[src/rtl/pwm_deadtime_gen.sv]
// rtl/pwm_deadtime_gen.sv - complementary gate driver with shadowed dead-time insertion
//
// Turns a single-ended PWM waveform into a high-side/low-side gate pair. Both
// gates are held off for D = max(dt_active,1) cycles around every transition.
// The dead-time value is written into a pending (shadow) register by the CPU
// and copied into the active register only at a period start (LO_ON -> DEAD)
// or when leaving IDLE, so a running bridge never sees a torn gap.
//
// Optional build macro: PWM_DT_FAULT_EN adds a latched fault shutdown.
//
// Ports:
//   clk           system clock, rising edge
//   rst_n         asynchronous active-low reset
//   en            block enable; 0 forces both gates off
//   pwm_in        upstream PWM waveform (same clock domain, registered)
//   dt_data_in    CPU dead-time value in cycles
//   dt_update     one-cycle strobe, writes dt_data_in into the pending register
//   pwm_hi        high-side gate drive (registered)
//   pwm_lo        low-side gate drive (registered)
//   dt_pend       a written value is waiting to be transferred
//   fault_in      (PWM_DT_FAULT_EN) fault request, forces FAULT
//   fault_clr     (PWM_DT_FAULT_EN) leave FAULT when fault_in is low
//   fault_latched (PWM_DT_FAULT_EN) high while in FAULT

module pwm_deadtime_gen #(
  parameter int DT_W              = 8,
  parameter int unsigned DT_RESET = 4
) (
  input  logic            clk,
  input  logic            rst_n,
  input  logic            en,
  input  logic            pwm_in,
  input  logic [DT_W-1:0] dt_data_in,
  input  logic            dt_update,
`ifdef PWM_DT_FAULT_EN
  input  logic            fault_in,
  input  logic            fault_clr,
  output logic            fault_latched,
`endif
  output logic            pwm_hi,
  output logic            pwm_lo,
  output logic            dt_pend
);

  typedef enum logic [2:0] {
    ST_IDLE  = 3'd0,
    ST_DEAD  = 3'd1,
    ST_LO_ON = 3'd2,
    ST_HI_ON = 3'd3
`ifdef PWM_DT_FAULT_EN
    ,
    ST_FAULT = 3'd4
`endif
  } state_t;

  state_t          state, state_nxt;
  logic [DT_W-1:0] cnt, cnt_nxt;
  logic [DT_W-1:0] dt_pending;
  logic [DT_W-1:0] dt_active;
  logic            xfer;       // copy pending -> active on this edge
  logic            gap_start;  // entering DEAD from a driven/idle state
  logic [DT_W-1:0] dt_src;
  logic [DT_W-1:0] dt_eff;
  logic            hi_nxt, lo_nxt;
`ifdef PWM_DT_FAULT_EN
  logic            flt_nxt;
`endif

  // The gap length comes from the value that will be active after this edge:
  // the old pending value on a transfer, otherwise the current active value.
  assign dt_src = xfer ? dt_pending : dt_active;
  assign dt_eff = (dt_src == '0) ? DT_W'(1) : dt_src;

  // State register and datapath registers
  always_ff @(posedge clk or negedge rst_n) begin
    if (!rst_n) begin
      state      <= ST_IDLE;
      cnt        <= '0;
      dt_pending <= DT_W'(DT_RESET);
      dt_active  <= DT_W'(DT_RESET);
      dt_pend    <= 1'b0;
      pwm_hi     <= 1'b0;
      pwm_lo     <= 1'b0;
`ifdef PWM_DT_FAULT_EN
      fault_latched <= 1'b0;
`endif
    end else begin
      state  <= state_nxt;
      cnt    <= cnt_nxt;
      pwm_hi <= hi_nxt;
      pwm_lo <= lo_nxt;
`ifdef PWM_DT_FAULT_EN
      fault_latched <= flt_nxt;
`endif
      if (xfer) begin
        dt_active <= dt_pending;
      end
      // A write on the same edge as a transfer lands after it: the transfer
      // took the old pending value, so the flag must stay set.
      if (dt_update) begin
        dt_pending <= dt_data_in;
        dt_pend    <= 1'b1;
      end else if (xfer) begin
        dt_pend <= 1'b0;
      end
    end
  end

  // Next-state logic
  always_comb begin
    state_nxt = state;
    cnt_nxt   = cnt;
    xfer      = 1'b0;
    gap_start = 1'b0;
`ifdef PWM_DT_FAULT_EN
    if (fault_in) begin
      state_nxt = ST_FAULT;
    end else if (state == ST_FAULT) begin
      if (fault_clr) begin
        state_nxt = ST_IDLE;
      end
    end else
`endif
    if (!en) begin
      state_nxt = ST_IDLE;
    end else begin
      case (state)
        ST_IDLE: begin
          state_nxt = ST_DEAD;
          xfer      = 1'b1;
          gap_start = 1'b1;
        end
        ST_LO_ON: begin
          // Rising edge of pwm_in marks the period start: safe point to
          // pick up a new dead-time value.
          if (pwm_in) begin
            state_nxt = ST_DEAD;
            xfer      = 1'b1;
            gap_start = 1'b1;
          end
        end
        ST_HI_ON: begin
          if (!pwm_in) begin
            state_nxt = ST_DEAD;
            gap_start = 1'b1;
          end
        end
        ST_DEAD: begin
          // pwm_in is ignored until the gap expires; only its level at
          // expiry picks the side, which swallows short pulses.
          if (cnt != '0) begin
            cnt_nxt = cnt - DT_W'(1);
          end else begin
            state_nxt = pwm_in ? ST_HI_ON : ST_LO_ON;
          end
        end
        default: begin
          state_nxt = ST_IDLE;
        end
      endcase
    end
    if (gap_start) begin
      cnt_nxt = dt_eff - DT_W'(1);
    end
  end

  // Output decode from the next state; registered in the state process so
  // the gates change on the same edge as the state.
  always_comb begin
    hi_nxt = (state_nxt == ST_HI_ON);
    lo_nxt = (state_nxt == ST_LO_ON);
`ifdef PWM_DT_FAULT_EN
    flt_nxt = (state_nxt == ST_FAULT);
`endif
  end

endmodule
[config.mk]
export PLATFORM = sky130hd
export DESIGN_NAME = pwm_deadtime_gen
export DESIGN_NICKNAME = d
export VERILOG_FILES = /design/src/rtl/pwm_deadtime_gen.sv
export SDC_FILE = /design/constraint.sdc
export NUM_CORES = 1
export LEC_CHECK = 0
export ABC_AREA = 0
export CAP_MARGIN = 40
export CORE_ASPECT_RATIO = 1.2
export CORE_UTILIZATION = 25
export DETAILED_ROUTE_END_ITERATION = 16
export GPL_TIMING_DRIVEN = 0
export SYNTH_ARGS = -nofsm -noshare
export SYNTH_HDL_FRONTEND = slang
export SYNTH_SLANG_ARGS = --single-unit
[constraint.sdc]
create_clock -name clk -period 3.4 [get_ports clk]
set_clock_uncertainty 0.2 [all_clocks]
set_input_delay 0.51 -clock clk [delete_from_list [all_inputs] [get_ports clk]]
set_output_delay 0.51 -clock clk [all_outputs]
set_load 0.005 [all_outputs]
Word-level counts from Yosys, hierarchy flattened
Index checks and enable logic that the tools add are counted.

Memories kept: 0. Memory bits (writable): 0. Bits in read-only memories: 0. Logic and storage cells: 42. Register bits after elaboration: 30. Bits in latches: 0. Bits of input ports: 13.

Bitwise logic cells: 0. $mul: 0. $lt $le $gt $ge: 0. Divide/modulo/power cells: 0. Add/subtract/negate cells: 2. Mux-type cells: 20. Shift-type cells: 0. Reductions and logical operators: 8. Equality and inequality tests: 5.

Operators with widths (number): two-way mux 8 bit (6); subtractor 8 x 1 -> 8 bit (second input constant) (2); == test 3 x 2 -> 1 bit (second input constant) (4); two-way mux 3 bit (4); case mux 3 bit (4 select lines) (1); logical NOT 8 bit (1); nonzero test 2 bit (4); nonzero test 8 bit (1); two-way mux 1 bit (7); == test 3 x 1 -> 1 bit (second input constant) (1); logical NOT 3 bit (1); case mux 1 bit (3 select lines) (1); AND reduction 3 bit (1); case mux 1 bit (2 select lines) (1).

Depth between registers and ports, before layout
Word-level depth: 8. Mapped depth: 11.

Worst setup path before layout
Ideal clock, no wire load.

Path kind: in2reg. Start: in pwm_in. End: reg cnt[6]. Data required time: 3.080 ns. Stages on the path: 10. Arrival time: 2.141 ns. Slack: 0.938 ns. Library setup time: 0.120 ns. Cells stage by stage: buf_4 > nor2b_1 > buf_6 > xnor2_2 > nand2_2 > a211oi_1 > ha_1 > nand3_2 > a211o_1 > o211a_1.

Cells in the longest elaborated chain, start to end: 8. Elaborated cells on any way between the ends: 15.

RTL lines: start: declaration (RTL line 32) `input logic pwm_in,`; two-way mux 1 bit (RTL line 136) `if (pwm_in) begin`; case mux 1 bit (2 select lines) (RTL line 127) `case (state)`; two-way mux 1 bit (RTL line 124) `if (!en) begin`; two-way mux 8 bit; logical NOT 8 bit (RTL line 72) `assign dt_eff = (dt_src == '0) ? DT_W'(1) : dt_src;`; two-way mux 8 bit (RTL line 72); subtractor 8 x 1 -> 8 bit (RTL line 163) `cnt_nxt = dt_eff - DT_W'(1);`; two-way mux 8 bit (RTL line 162) `if (gap_start) begin`; end signal: assignment (RTL line 89) `cnt <= cnt_nxt;`; end: declaration (RTL line 57) `logic [DT_W-1:0] cnt, cnt_nxt;`.

Parallel ways exist; a longest one is shown, timed or not. A chain may end at the register's enable or synchronous reset.

Worst setup path after layout
Start: in en. End: reg cnt[4].

Cells in the longest elaborated chain, start to end: 6. Elaborated cells on any way between the ends: 11.

RTL lines: start: declaration (RTL line 31) `input logic en,`; two-way mux 1 bit (RTL line 124); two-way mux 8 bit; logical NOT 8 bit (RTL line 72); two-way mux 8 bit (RTL line 72); subtractor 8 x 1 -> 8 bit (RTL line 163); two-way mux 8 bit (RTL line 162).

Parallel ways exist; a longest one is shown, timed or not.

==> results.py <==
metrics = {
    "run_status": {
        "run_status": "finished, final reports clean",
    },
    "logic_synthesis": {
        "yosys_warnings": 0,
        "syn_inst": 165,
        "synth-async-reset-ratio": 1.00,
        "avgSynthCellArea_um2": 10.2,
        "ys_ff_latch": 30,
        "synth_edf_count": 0,
        "synth.distinct_cells": 50,
        "synth.net_count": 179,
        "synth_flop_cell": "dfrtp_1",
        "synth_area_mm2": 0.00168,
        "yosysSeqAreaShare": 0.448,
    },
    "global_route": {
        "grt_usage": 0.117,
        "grt_antenna_before_repair": 0,
        "grt_pass1_vias": 1340,
        "grt_pass1_wl_um": 6440,
        "gr-total-overflow": 0,
        "grt_max_degree": 17,
    },
    "setup_path": {
        "crit_chain": "clkdlybuf4s50_1 -> nor2b_1 -> clkbuf_2 -> nand2_2 -> a211oi_1 -> ha_1 -> a21boi_0 -> xnor2_1 -> nor2_1 -> a21oi_1",
        "slowest_stage": "clkdlybuf4s50_1",
        "path_class": "in2reg",
        "critPathLaunchType": "input port",
        "path_delay_family": "buffers and inverters",
        "required_ps": 3410,
        "endpoint_kind": "flip-flop",
        "critPathBufInv": 2,
        "crit_fanout": 8,
        "slowest_delay_ps": 490,
        "critPathArrivalTime_ps": 2670,
    },
    "layout": {
        "final_cell_mix": "dfrtp_1 (28), mux2_2 (15), nor2_1 (15)",
        "seq_area_um2": 753,
        "diodes": 0,
        "final_cell_area_mm2": 0.00204,
        "fillers": 680,
        "fin_nets": 200,
        "layout_commonest_cell": "dfrtp_1",
        "area_growth_pct": 21.1,
        "drive_gt1_frac": 0.225,
        "multi_input_area_um2": 846,
    },
    "die": {
        "ios": 16,
        "initial_core_util": 0.261,
        "fp.dieH_um": 91.8,
        "std_cell_rows": 32,
        "die_w_um": 76.8,
        "die_area_mm2": 0.00705,
        "core_mm2": 0.00645,
    },
    "place": {
        "dp_hpwl_um": 2830,
        "place_area_mm2": 0.00194,
        "port_buffers": 13,
        "gp_congestion": 0.824,
    },
    "timing": {
        "rsz0062_at_grt": "no",
        "finalSetupViolations": 0,
        "hold_viol": 0,
        "max_slew_margin": 0.465,
        "drv_slew": 0,
        "timing.final.crit_share": 0.782,
        "period_minus_slack_ps": 2660,
        "holdWs_ps": 275,
        "max_freq_mhz": 376,
        "worst_slew_pin_slew_ps": 799,
        "fin_setup_tns_ps": 0,
    },
    "route": {
        "wl_um": 3700,
        "vias": 1310,
        "wl_per_cell_um": 13.6,
        "drt_iter0_drc": 19,
        "drc": 0,
        "via_per_inst": 4.82,
        "drtPass1Iterations": 4,
        "ant_nets": 0,
    },
    "clocking": {
        "ctsHtreeMaxLevel": 2,
        "cts_buffers": 5,
        "cts_tree": "built",
        "numClockSinks": 30,
        "post_cts_buffers": 0,
        "postCtsResizedCells": 0,
        "cts.clk_slew.worst_paths_ps": 60,
        "cts_root_buf": "clkbuf_8",
        "clockBufferDepth": 2,
        "cts_hold_buffers": 0,
        "clk_latency_ps": 280,
    },
    "power_and_ir_drop": {
        "total_power_w": 0.00110,
        "powerDensity_mw_per_mm2": 538,
        "p_leak_nw": 0.795,
        "irDropWorstVdd_mv": 0.324,
    },
    "flow_run": {
        "maxCapViolCount": 0,
    },
    "worst_hold_path": {
        "hold_path_class": "in2reg",
    },
}
[flip-flops by register name, summed over array words and instances (netlist names)]
| name | cells |
|---|---|
| pwm_hi | 1 |
| dt_active | 8 |
| cnt | 8 |
| pwm_lo | 1 |
| state | 3 |
| dt_pend | 1 |
| dt_pending | 8 |
[metal layers]
layer,wire length (um),track usage
met5,0,0
met2,1850,0.201
met4,85,0.0609
met1,1660,0.134
met3,106,0.0279
[path summary, 6_finish.rpt]
kind	slack, ps	cells past startpoint	startpoint	end
setup / recovery	740	10	en	cnt[4]
hold / removal	270	2	pwm_in	pwm_lo
setup reg to reg	820	11	state[1]	cnt[4]
hold reg to reg	280	1	dt_pend	dt_pend
max in group asynchronous	1880	2	rst_n	dt_active[2]
min in group asynchronous	490	1	rst_n	cnt[5]
[worst reg2reg max path, cell delays in order, from the launching register on]
cell	delay, ps
dfrtp_1	340
buf_2	210
nor2b_1	180
buf_6	150
xnor2_2	130
nand2_2	130
a211oi_1	310
ha_1	280
a21boi_0	250
xnor2_1	140
nor2_1	70
a21oi_1	110
[per-stage QoR]
| step | instances | util | worst slack [ps] |
|---|---|---|---|
| 2_1_floorplan | 165 | - | 938 |
| 3_3_place_gp | 263 | 0.297 | 476 |
| 3_5_place_dp | 264 | 0.302 | 443 |
| 4_1_cts | 272 | 0.316 | 745 |
| 5_1_grt | 272 | 0.316 | 406 |
| 6_report | 272 | 0.316 | 741 |
[logic make-up (layout without fill, tap and decap cells)]
| kind of cell | Yosys count | count (layout) | synth area share |
|---|---|---|---|
| AO/OA/AOI/OAI | 43 | 43 | 0.185 |
| AND/OR/NAND/NOR | 54 | 54 | 0.176 |
| flip-flops | 30 | 30 | 0.448 |
| buffers and inverters | 16 | 38 | 0.0484 |
| multiplexers | 16 | 16 | 0.106 |
| other | 1 | 1 | 0.00223 |
| XOR/XNOR | 4 | 4 | 0.0253 |
| adder cells (fa/ha/maj) | 1 | 1 | 0.00744 |
[Yosys cell counts (all sizes together), types with 3 or more instances]
| cell | n | area share |
|---|---|---|
| a21oi | 11 | 0.035 |
| buf | 7 | 0.028 |
| clkbuf | 3 | 0.0074 |
| dfrtp | 28 | 0.42 |
| inv | 6 | 0.013 |
| mux2 | 15 | 0.10 |
| nand2 | 11 | 0.026 |
| nand2b | 4 | 0.015 |
| nor2 | 15 | 0.034 |
| nor2b | 3 | 0.011 |
| nor3 | 6 | 0.018 |
| nor4 | 6 | 0.026 |
| o21ai | 11 | 0.033 |
| xnor2 | 4 | 0.025 |
[power breakdown]
group | total [W] | switching [W] | internal (W) | leakage (nW)
sequential | 0.000514 | 0.0000812 | 0.000433 | 0.359
clock | 0.000298 | 0.000135 | 0.000163 | 0.0482
combinational | 0.000284 | 0.000139 | 0.000145 | 0.388
[cell type report]
type                            count  area share
Multi-Input combinational cell    119       0.415
Clock buffer                        7      0.0424
Tap cell                           85      0.0522
Timing Repair Buffer               14      0.0774
Buffer                             10      0.0289
Inverter                            6      0.0111
Clock inverter                      1     0.00246
Sequential cell                    30       0.370
Note: power is estimated with default switching activity, not from simulation.
